### config.mk
export PLATFORM = sky130hd
export DESIGN_NAME = mko_bus_ctrl
export DESIGN_NICKNAME = d
export VERILOG_FILES = /design/src/rtl/mko_pkg.sv /design/src/rtl/mko_chan_cfg.sv /design/src/rtl/mko_bus_ctrl.sv
export SDC_FILE = /design/constraint.sdc
export NUM_CORES = 1
export LEC_CHECK = 0
export ABC_AREA = 1
export CORE_MARGIN = 2
export CORE_UTILIZATION = 53
export CTS_CLUSTER_DIAMETER = 50
export DETAILED_ROUTE_END_ITERATION = 7
export PLACE_DENSITY = 0.82
export SKIP_CTS_REPAIR_TIMING = 1
export SYNTH_ARGS = -nofsm -noshare
export SYNTH_HDL_FRONTEND = slang
export SYNTH_SLANG_ARGS = --single-unit
### constraint.sdc
create_clock -name CLK_32 -period 2.2 [get_ports CLK_32]
set_input_delay 0.33 -clock CLK_32 [delete_from_list [all_inputs] [get_ports CLK_32]]
set_output_delay 0.33 -clock CLK_32 [all_outputs]
set_load 0.1 [all_outputs]
### src/rtl/mko_pkg.sv
// Shared definitions for the MKO bus controller: device FSM states and
// register-map constants used by the top level and the channel config blocks.
package mko_pkg;

  typedef enum logic [1:0] {
    ST_IDLE,
    ST_SETUP,
    ST_STRB,
    ST_DONE
  } mko_state_t;

  localparam logic [3:0] STATUS_OFS   = 4'hF;
  localparam int         RES_N_BIT    = 15;
  localparam int         AUTO_RES_BIT = 14;

endpackage

### src/rtl/mko_chan_cfg.sv
// One MKO channel's configuration: static RES_N level, RT address bits,
// auto-reset pulse counter and the odd-parity bit for the RT address.
module mko_chan_cfg
  import mko_pkg::*;
#(
  parameter int RES_CYC = 16
) (
  input  logic       CLK_32,
  input  logic       RESET,
  input  logic       i_wr,
  input  logic       i_res_lvl,
  input  logic       i_auto_res,
  input  logic [4:0] i_rdat,
  output logic       o_res_n,
  output logic       o_res_lvl,
  output logic [4:0] o_rdat,
  output logic       o_rdatp,
  output logic       o_pulse
);

  localparam int CW = $clog2(RES_CYC + 1);

  logic          r_lvl;
  logic [4:0]    r_rdat;
  logic [CW-1:0] r_cnt;
  logic          r_res_n;
  logic [CW-1:0] w_cnt_nxt;
  logic          w_lvl_nxt;

  // A new auto-reset write reloads the counter even while a pulse is running.
  always_comb begin
    w_lvl_nxt = i_wr ? i_res_lvl : r_lvl;
    w_cnt_nxt = '0;
    if (i_wr && i_auto_res) begin
      w_cnt_nxt = CW'(RES_CYC);
    end else if (r_cnt != '0) begin
      w_cnt_nxt = r_cnt - 1'b1;
    end
  end

  always_ff @(posedge CLK_32) begin
    if (RESET) begin
      r_lvl   <= 1'b0;
      r_rdat  <= '0;
      r_cnt   <= '0;
      r_res_n <= 1'b0;
    end else begin
      if (i_wr) begin
        r_lvl  <= i_res_lvl;
        r_rdat <= i_rdat;
      end
      r_cnt   <= w_cnt_nxt;
      r_res_n <= w_lvl_nxt & (w_cnt_nxt == '0);
    end
  end

  assign o_res_n   = r_res_n;
  assign o_res_lvl = r_lvl;
  assign o_rdat    = r_rdat;
  assign o_rdatp   = ~^r_rdat;
  assign o_pulse   = (r_cnt != '0);

endmodule

### src/rtl/mko_bus_ctrl.sv
// Local-bus front end for up to five MKO channels: internal register space
// for per-channel configuration and a strobe FSM for device accesses.
module mko_bus_ctrl
  import mko_pkg::*;
#(
  parameter int         WB_DATA_WIDTH = 16,
  parameter int         WB_ADDR_WIDTH = 16,
  parameter int         N_CH          = 5,
  parameter logic [2:0] MKO_INT_REG   = 3'b101,
  parameter int         CLK_DIV       = 2,
  parameter int         STRB_CYC      = 4,
  parameter int         RES_CYC       = 16
) (
  input  logic                     CLK_32,
  input  logic                     RESET,
  input  logic [WB_DATA_WIDTH-1:0] Dat_slave_io_lbus,
  output logic [WB_DATA_WIDTH-1:0] Dat_slave_o_lbus,
  input  logic [WB_ADDR_WIDTH-1:0] Adr_slave_i_lbus_reg,
  input  logic                     We_slave_i_lbus_reg,
  input  logic                     ack_access_str,
  input  logic                     ack_access_reg_3,
  output logic                     ack_set_reg,
  output logic                     busy,
  output logic [N_CH-1:0]          MKO_CLK,
  output logic [N_CH-1:0]          MKO_RES_N,
  output logic [N_CH-1:0]          MKO_STRBD_N,
  output logic [N_CH-1:0]          MKO_SELECT_N,
  output logic [N_CH-1:0]          MKO_RDAT0,
  output logic [N_CH-1:0]          MKO_RDAT1,
  output logic [N_CH-1:0]          MKO_RDAT2,
  output logic [N_CH-1:0]          MKO_RDAT3,
  output logic [N_CH-1:0]          MKO_RDAT4,
  output logic [N_CH-1:0]          MKO_RDATP,
  output logic                     MKO_RDWR_N
);

  localparam int HALF = CLK_DIV / 2;

  logic [2:0]      w_req_ch;
  logic            w_req_valid;
  logic            w_int_space;
  logic            w_wr;
  logic            w_rd;
  logic [3:0]      w_ofs;
  logic            w_abort;
  logic [N_CH-1:0] w_wr_en;
  logic [N_CH-1:0] w_pulse;
  logic [N_CH-1:0] w_res_lvl;
  logic [N_CH-1:0] w_res_n;
  logic [N_CH-1:0] w_rdatp;
  logic [4:0]      w_rdat [N_CH];
  logic [7:0]      w_pulse8;
  logic [N_CH-1:0] w_req_sel_n;
  logic [N_CH-1:0] w_act_sel_n;
  logic [15:0]     w_rd_val;
  logic            w_unused_bits;

  mko_state_t      r_state;
  logic [2:0]      r_ch;
  logic            r_we;
  logic [15:0]     r_strb_cnt;
  logic [N_CH-1:0] r_select_n;
  logic [N_CH-1:0] r_strbd_n;
  logic            r_rdwr_n;
  logic            r_ack;
  logic            r_busy;
  logic [15:0]     r_dat_o;
  logic [15:0]     r_div_cnt;
  logic            r_mko_clk;

  assign w_req_ch      = Adr_slave_i_lbus_reg[15:13];
  assign w_req_valid   = (int'(w_req_ch) < N_CH) && (w_req_ch != MKO_INT_REG);
  assign w_int_space   = (Adr_slave_i_lbus_reg[15:13] == MKO_INT_REG);
  assign w_ofs         = Adr_slave_i_lbus_reg[3:0];
  assign w_wr          = ack_access_str && We_slave_i_lbus_reg && w_int_space;
  assign w_rd          = ack_access_str && !We_slave_i_lbus_reg && w_int_space;
  assign w_abort       = !ack_access_reg_3 && (r_state != ST_IDLE);
  assign w_unused_bits = ^{Adr_slave_i_lbus_reg[12:4], Dat_slave_io_lbus[13:5]};

  for (genvar g = 0; g < N_CH; g++) begin : g_ch
    assign w_wr_en[g] = w_wr && (w_ofs == 4'(g));

    mko_chan_cfg #(.RES_CYC(RES_CYC)) u_cfg (
      .CLK_32     (CLK_32),
      .RESET      (RESET),
      .i_wr       (w_wr_en[g]),
      .i_res_lvl  (Dat_slave_io_lbus[RES_N_BIT]),
      .i_auto_res (Dat_slave_io_lbus[AUTO_RES_BIT]),
      .i_rdat     (Dat_slave_io_lbus[4:0]),
      .o_res_n    (w_res_n[g]),
      .o_res_lvl  (w_res_lvl[g]),
      .o_rdat     (w_rdat[g]),
      .o_rdatp    (w_rdatp[g]),
      .o_pulse    (w_pulse[g])
    );

    assign MKO_RDAT0[g] = w_rdat[g][0];
    assign MKO_RDAT1[g] = w_rdat[g][1];
    assign MKO_RDAT2[g] = w_rdat[g][2];
    assign MKO_RDAT3[g] = w_rdat[g][3];
    assign MKO_RDAT4[g] = w_rdat[g][4];
  end

  // Padded pulse vector lets a 3-bit channel index address it safely.
  always_comb begin
    w_pulse8 = '0;
    w_pulse8[N_CH-1:0] = w_pulse;
    w_req_sel_n = '1;
    w_act_sel_n = '1;
    for (int i = 0; i < N_CH; i++) begin
      if (w_req_ch == 3'(i)) w_req_sel_n[i] = 1'b0;
      if (r_ch == 3'(i))     w_act_sel_n[i] = 1'b0;
    end
  end

  always_comb begin
    w_rd_val = '0;
    if (w_ofs == STATUS_OFS) begin
      w_rd_val = {r_busy, 7'b0, w_pulse8};
    end else begin
      for (int i = 0; i < N_CH; i++) begin
        if (w_ofs == 4'(i)) begin
          w_rd_val[RES_N_BIT] = w_res_lvl[i];
          w_rd_val[4:0]       = w_rdat[i];
        end
      end
    end
  end

  always_ff @(posedge CLK_32) begin
    if (RESET) begin
      r_dat_o   <= '0;
      r_div_cnt <= '0;
      r_mko_clk <= 1'b0;
    end else begin
      if (w_rd) r_dat_o <= w_rd_val;
      if (r_div_cnt == 16'(HALF - 1)) begin
        r_div_cnt <= '0;
        r_mko_clk <= ~r_mko_clk;
      end else begin
        r_div_cnt <= r_div_cnt + 16'd1;
      end
    end
  end

  // Invalid channels reach DONE without strobes; ack follows a cycle later.
  always_ff @(posedge CLK_32) begin
    if (RESET) begin
      r_state    <= ST_IDLE;
      r_ch       <= '0;
      r_we       <= 1'b0;
      r_strb_cnt <= '0;
      r_select_n <= '1;
      r_strbd_n  <= '1;
      r_rdwr_n   <= 1'b1;
      r_ack      <= 1'b0;
      r_busy     <= 1'b0;
    end else if (w_abort) begin
      r_state    <= ST_IDLE;
      r_strb_cnt <= '0;
      r_select_n <= '1;
      r_strbd_n  <= '1;
      r_rdwr_n   <= 1'b1;
      r_ack      <= 1'b0;
      r_busy     <= 1'b0;
    end else begin
      case (r_state)
        ST_IDLE: begin
          if (ack_access_reg_3) begin
            if (!w_req_valid) begin
              r_state <= ST_DONE;
              r_busy  <= 1'b1;
            end else if (!w_pulse8[w_req_ch]) begin
              r_state    <= ST_SETUP;
              r_ch       <= w_req_ch;
              r_we       <= We_slave_i_lbus_reg;
              r_select_n <= w_req_sel_n;
              r_rdwr_n   <= ~We_slave_i_lbus_reg;
              r_busy     <= 1'b1;
            end
          end
        end
        ST_SETUP: begin
          r_state    <= ST_STRB;
          r_strbd_n  <= w_act_sel_n;
          r_rdwr_n   <= ~r_we;
          r_strb_cnt <= 16'(STRB_CYC - 1);
        end
        ST_STRB: begin
          if (r_strb_cnt == '0) begin
            r_state    <= ST_DONE;
            r_strbd_n  <= '1;
            r_select_n <= '1;
            r_rdwr_n   <= 1'b1;
            r_ack      <= 1'b1;
          end else begin
            r_strb_cnt <= r_strb_cnt - 16'd1;
          end
        end
        ST_DONE: begin
          r_strbd_n  <= '1;
          r_select_n <= '1;
          r_rdwr_n   <= 1'b1;
          r_ack      <= 1'b1;
        end
        default: r_state <= ST_IDLE;
      endcase
    end
  end

  assign Dat_slave_o_lbus = r_dat_o;
  assign ack_set_reg      = r_ack;
  assign busy             = r_busy;
  assign MKO_CLK          = {N_CH{r_mko_clk}};
  assign MKO_RES_N        = w_res_n;
  assign MKO_RDATP        = w_rdatp;
  assign MKO_STRBD_N      = r_strbd_n;
  assign MKO_SELECT_N     = r_select_n;
  assign MKO_RDWR_N       = r_rdwr_n;

endmodule

==> results.cfg, run 1 <==
[run_status]
status = finished, final reports clean

[pwr]
total_leakage_power_nw = 3.38
combPwrFrac_pct = 44.2
total_power_mw = 10.5
power_frac_clock_pct = 28.2
switching_share_pct = 42.3
vdd_drop_max_mv = 1.20
seqPwrFrac_pct = 27.6
p_int_mw = 6.04
power_density_mw_per_mm2 = 1380
p_sw_mw = 4.43

[final_layout]
finish.utilization_pct = 66.9
fin_nets = 1007
n_antenna_cell = 0
area_delta_synth_final_pct = 23.8
drive_gt1_share_pct = 15.7
final.fill_count = 966

[clock_network]
cts_tree = done
clk_latency_ns = 0.42
cts_inserted_buffers = 17
cts.path.max_buffers = 2
cts.sinks = 118
clock-root-buffer = clkbuf_16
cts_max_level = 4
clk_pin_slew_ns = 0.06

[synth]
synth_cell_types = 42
ys_warn_count = 0
synth_area_leader_cell = dfxtp_1
synth_area_per_cell_um2 = 7.12
yosysSeqAreaShare_pct = 38.6
synth_top_family_by_area = simple AND/OR/NAND/NOR gates
syn_area_mm2 = 0.00612
synth_xor_area_share_pct = 4.15
synth_seq_cells = 118
synth-simple-area-share_pct = 31.1
synthAdderAreaFrac_pct = 4.09
synth_compound_area_share_pct = 10.5
synth_area_leaders = dfxtp_1, nor2_1, nand2_1
synth_top_area_share_pct = 38.6
synth_mux_area_share_pct = 0
syn_inst = 859

[global_routing]
grt_first_pass_wirelength_um = 24400
antenna_found_initial = 0
grt_overflow = 0
grt_pass1_vias = 5233
grt_use_total_pct = 23.9
grt_start_max_net_pins = 32

[timing]
fin_tns_setup_ns = 0
period_share_pct = 90.9
rsz0062_at_grt = no
final.setup.worst_slack_ns = 0.200
worst_clock_skew_ns = 0.00812
max_freq_ghz = 0.500
slew_violations = 0
post-route-min-period_ns = 2.00
finalSetupViolCount = 0
relSlewSlack_pct = 65.3
final_hold_viol_count = 0
worstMarginPinSlew_ns = 0.519

[flow_run]
max-cap-violations = 0

[route]
antenna_left = 0
avgRoutedWirePerCell_um = 13.2
first_pass_iters = 5
vias = 5759
drc = 0
via_per_inst = 5.21
wl_um = 14600
drt_iter0_drc = 296

[critical_path]
crit_chain = xnor2_1 -> xor2_1 -> xor2_1 -> buf_12
crit_required_ns = 1.87
cp_common_cell = xor2_1
r2r_cells = 7
critPathArrivalTime_ns = 1.67
slowest_delay_ns = 0.42
crit_type = reg2out
cp-end-kind = primary output
critPathSlowestCell = dfxtp_1
path_max_fanout = 4
crit_path_start_kind = flip-flop

[floorplan]
start_util_pct = 54.0
rows = 39
fp.dieH_um = 111
design.die.area_mm2 = 0.0124
io_pins = 106
core_mm2 = 0.0113
die_w_um = 111

[placed_design]
io_buffer_count = 77
place_ws_ns = 0.0356
dp_hpwl_um = 10700
gp_congestion = 0.898

[hold_path]
worstHoldPathType = reg2reg
hold-path-cell-count = 2
-- per-stage QoR --
step | std cells | cell area [µm²] | hold WS, ns
global placement | 1074 | 6940 | 0.444
finish | 1106 | 7570 | 0.460
global route | 1106 | 7570 | 0.484
detailed placement | 1074 | 6940 | 0.450
floorplan | 868 | 6150 | 0.430
CTS | 1106 | 7570 | 0.464
-- cell families after synthesis --
family | after synthesis
compound gates | 114
fa+ha+maj | 20
simple gates | 421
buf+inv | 156
flops | 118
other cells | 1
xor+xnor | 29
-- routing by layer --
metal	global-route usage [%]	up-vias	part of all wire (%)
met5	0	-	0
met4	11.3	0	3.1
met3	4.90	39	5.1
met2	39.8	168	48
met1	29.8	2615	43
li1	-	2937	-
-- worst max-delay path, delay by kind of cell, from the launching register on --
family	cells	cell delay (ns)
xor gates and xnor gates	3	0.62
DFF	1	0.42
buffers and inverters	1	0.21
-- Yosys cell counts --
library cell,instances
a211o_1,1
a211oi_1,3
a21o_1,2
a21oi_1,38
a21oi_4,1
a31oi_1,2
buf_2,4
buf_4,25
buf_6,2
clkbuf_1,7
conb_1,1
dfxtp_1,118
ha_1,20
inv_1,108
inv_2,10
nand2_1,131
nand2_2,7
nand3_1,51
nand3_4,1
nand3b_1,2
nand4_1,26
nor2_1,156
nor2_2,4
nor2_4,6
nor3_1,13
nor3_2,2
nor3_4,1
nor3b_1,6
nor4_1,5
o2111ai_1,4
o211ai_1,4
o21a_1,2
o21ai_0,47
o21ai_1,5
o22ai_1,3
o311a_1,1
o31ai_1,1
or2_0,2
or2_1,3
or2_2,5
xnor2_1,14
xor2_1,15
-- worst paths after layout --
kind	endpoint	slack (ns)	startpoint
max	MKO_RDATP[1]	0.20	g_ch[1].u_cfg.o_rdat[2]
min reg2reg	MKO_SELECT_N[2]	0.46	MKO_SELECT_N[2]
max reg2reg	MKO_STRBD_N[0]	0.31	r_state[0]
min	MKO_SELECT_N[2]	0.46	MKO_SELECT_N[2]
-- area by class of cell --
class / instances / area (µm²) / area share, %
Inverter: 118 / 443 / 5.85
Timing Repair Buffer: 101 / 866 / 11.4
Clock buffer: 20 / 457 / 6.03
Multi-Input combinational cell: 594 / 3090 / 40.8
Sequential cell: 118 / 2360 / 31.2
Clock inverter: 12 / 176 / 2.33
Tap cell: 143 / 179 / 2.36
-- power by group through the flow --
stage          clock [mW]  combinational, mW  sequential, mW
2_1_floorplan           0               3.15            3.33
3_3_place_gp            0               4.44            2.91
3_5_place_dp            0               4.54            2.92
4_1_cts              2.98               4.60            2.89
5_1_grt              3.06               5.20            2.95
6_report             2.95               4.63            2.89
-- layout by cell type (no fill, tap or decap), drive strengths merged --
master,instances
nand2,138
a31oi,2
o21ai,52
nand3,52
xor2,15
clkbuf,20
a21o,2
a211oi,3
o2111ai,4
or2,10
dfxtp,118
nor3,16
clkinvlp,2
o21a,2
o211ai,4
o22ai,3
nor3b,6
nand4,26
clkdlybuf4s50,18
conb,10
o31ai,1
inv,118
bufinv,4
buf,83
xnor2,14
clkinv,6
o311a,1
nor4,5
nor2,166
ha,20
nand3b,2
a21oi,39
a211o,1
Power figures use the tool's default switching activity.
==> inputs of run 2 (changes only) <==
CORE_UTILIZATION = 48   (was 53)
PLACE_DENSITY = 0.78   (was 0.82)
clock period = 1.69 ns   (was 2.2 ns; I/O delays follow)
==> run 2 against run 1 <==
- the flow now finishes with violations (negative setup slack)
- sequential share of layout area is 3.7 points lower
- cell count rose by 6.8%
- routed wire length is 9.9% higher
- clock skew is 0.00065 ns lower
- non-clock buffer count increased by 46
- register-to-register slack got worse by 0.24 ns
- worst hold slack worse by 0.020 ns
- first-iteration DRC count rose by 68%
- total power is 35% higher
- via count is 4.5% higher
- critical path depth stayed put
- sequential cell count unchanged
- highest routed layer unchanged
==> results.cfg, run 2 (same netlist as run 1, synthesis figures left out) <==
[pwr]
combPwrFrac_pct = 49.1
switching_share_pct = 43.1
p_int_mw = 8.07
vdd_drop_max_mv = 1.02
total_power_mw = 14.2
seqPwrFrac_pct = 27.0
power_frac_clock_pct = 23.8
total_leakage_power_nw = 3.82
p_sw_mw = 6.11
power_density_mw_per_mm2 = 1610

[placed_design]
placed_cells_incl_taps = 1140
io_buffer_count = 77
dp_hpwl_um = 11400
gp_congestion = 0.892

[final_layout]
n_antenna_cell = 0
drive_gt1_share_pct = 25.9
final_common_cell = nor2_1
final.fill_count = 962
multi_input_area_mm2 = 0.00324
seq_area_mm2 = 0.00242
finish.utilization_pct = 70.4
fin_cells = 1181
layout_common_cells = nor2_1, nand2_1, inv_1
fin_nets = 1053
area_delta_synth_final_pct = 44.0

[critical_path]
cp-end-kind = primary output
r2r_cells = 12
crit_path_start_kind = flip-flop
crit_required_ns = 1.44
reg2reg_setup_slack_ns = 0.07
r2r-start = g_ch[0].u_cfg.r_cnt[1]
path_max_fanout = 3
critPathArrivalTime_ns = 1.67
reg2reg_to = r_ch[0]
crit_type = reg2out

[clock_network]
clock-root-buffer = clkbuf_16
cts_max_level = 4
clk_latency_ns = 0.42
cts_tree = done
cts_inserted_buffers = 17
cts.path.max_buffers = 2
cts.sinks = 118
clk_pin_slew_ns = 0.06

[route]
drt_iter0_drc = 496
antenna_left = 0
wl_um = 16100
drc = 0
first_pass_iters = 5
via_per_inst = 5.09
vias = 6017
avgRoutedWirePerCell_um = 13.6

[global_routing]
grt_use_total_pct = 24.3
grt_pass1_vias = 5703
antenna_found_initial = 0
grt_first_pass_wirelength_um = 25900
grt_start_max_net_pins = 24
grt_overflow = 0

[timing]
finalSetupViolCount = 5
timing.hold.ws_ns = 0.441
relSlewSlack_pct = 63.7
max_freq_ghz = 0.519
post-route-min-period_ns = 1.93
period_share_pct = 114
rsz0062_at_grt = yes
fin_tns_setup_ns = -0.979
final_hold_viol_count = 0
worstMarginPinSlew_ns = 0.544
final.setup.worst_slack_ns = -0.236
slew_violations = 0
worst_clock_skew_ns = 0.00747

[floorplan]
start_util_pct = 48.9
die_w_um = 117
design.die.area_mm2 = 0.0137
core_mm2 = 0.0125
io_pins = 106
fp.dieH_um = 117
rows = 41

[flow_run]
max-cap-violations = 0

[hold_path]
hold-path-cell-count = 1
min_to = r_div_cnt[0]
worstHoldPathType = reg2reg
hold_path.startpoint = r_div_cnt[0]

[run_status]
violations = negative setup slack
status = finished with violations
-- run 2: cell types whose count changed in the layout (fill, tap and decap cells not counted), sizes merged --
cell      delta
buf         +41
clkinv       +5
clkbuf       +3
bufinv       -2
clkinvlp     -1
-- run 2: layout make-up --
cell class              count  area share (%)
clock inverters            14            1.32
well taps                 172            2.44
flip-flops and latches    118            27.5
clock buffers              18            4.87
repair buffers            147            22.0
multi-input cells         594            36.8
inverters                 118            5.03
-- run 2: power by group through the flow --
stage	registers, mW	logic [mW]	clock network (mW)
floorplan	4.32	4.10	0
global placement	3.82	6.30	0
detailed placement	3.83	6.46	0
CTS	3.79	6.55	3.41
global route	3.90	7.71	3.55
finish	3.84	6.96	3.38
-- run 2: worst max-delay path by stage --
| stage | cells after the start | slack [ns] | to | from |
|---|---|---|---|---|
| floorplan | 4 | -0.04 | MKO_RDATP[0] | g_ch[0].u_cfg.o_rdat[2] |
| global placement | 10 | -0.28 | g_ch[4].u_cfg.o_res_n | Adr_slave_i_lbus_reg[13] |
| detailed placement | 10 | -0.29 | g_ch[4].u_cfg.o_res_n | Adr_slave_i_lbus_reg[13] |
| CTS | 4 | -0.28 | MKO_RDATP[2] | g_ch[2].u_cfg.o_rdat[4] |
| global route | 4 | -0.33 | MKO_RDATP[2] | g_ch[2].u_cfg.o_rdat[2] |
| finish | 4 | -0.24 | MKO_RDATP[2] | g_ch[2].u_cfg.o_rdat[2] |
-- run 2: critical path, cell delays in order (launching register included) --
cell       delay [ns]
dfxtp_4          0.36
xnor2_2          0.17
xor2_1           0.18
xor2_1           0.27
clkbuf_16        0.26
-- run 2: metal layers --
layer	GRT usage, %	up-vias	share of wire, %
met2	42.4	194	50
met1	29.6	2785	43
met3	5.36	31	4.6
met5	0	-	0
met4	8.47	0	2.2
li1	-	3007	-
-- run 2: per-stage QoR --
step,instance area (µm²),setup slack [ns]
6_report,8810,-0.236
4_1_cts,8550,-0.277
3_5_place_dp,8010,-0.293
3_3_place_gp,8010,-0.277
2_1_floorplan,6200,-0.0435
5_1_grt,8810,-0.327
==> inputs of run 3 (changes only) <==
CTS_CLUSTER_SIZE = 25   (was not set)
==> results of run 3 <==
Final layout, timing and power as in run 2 (identical DEF).
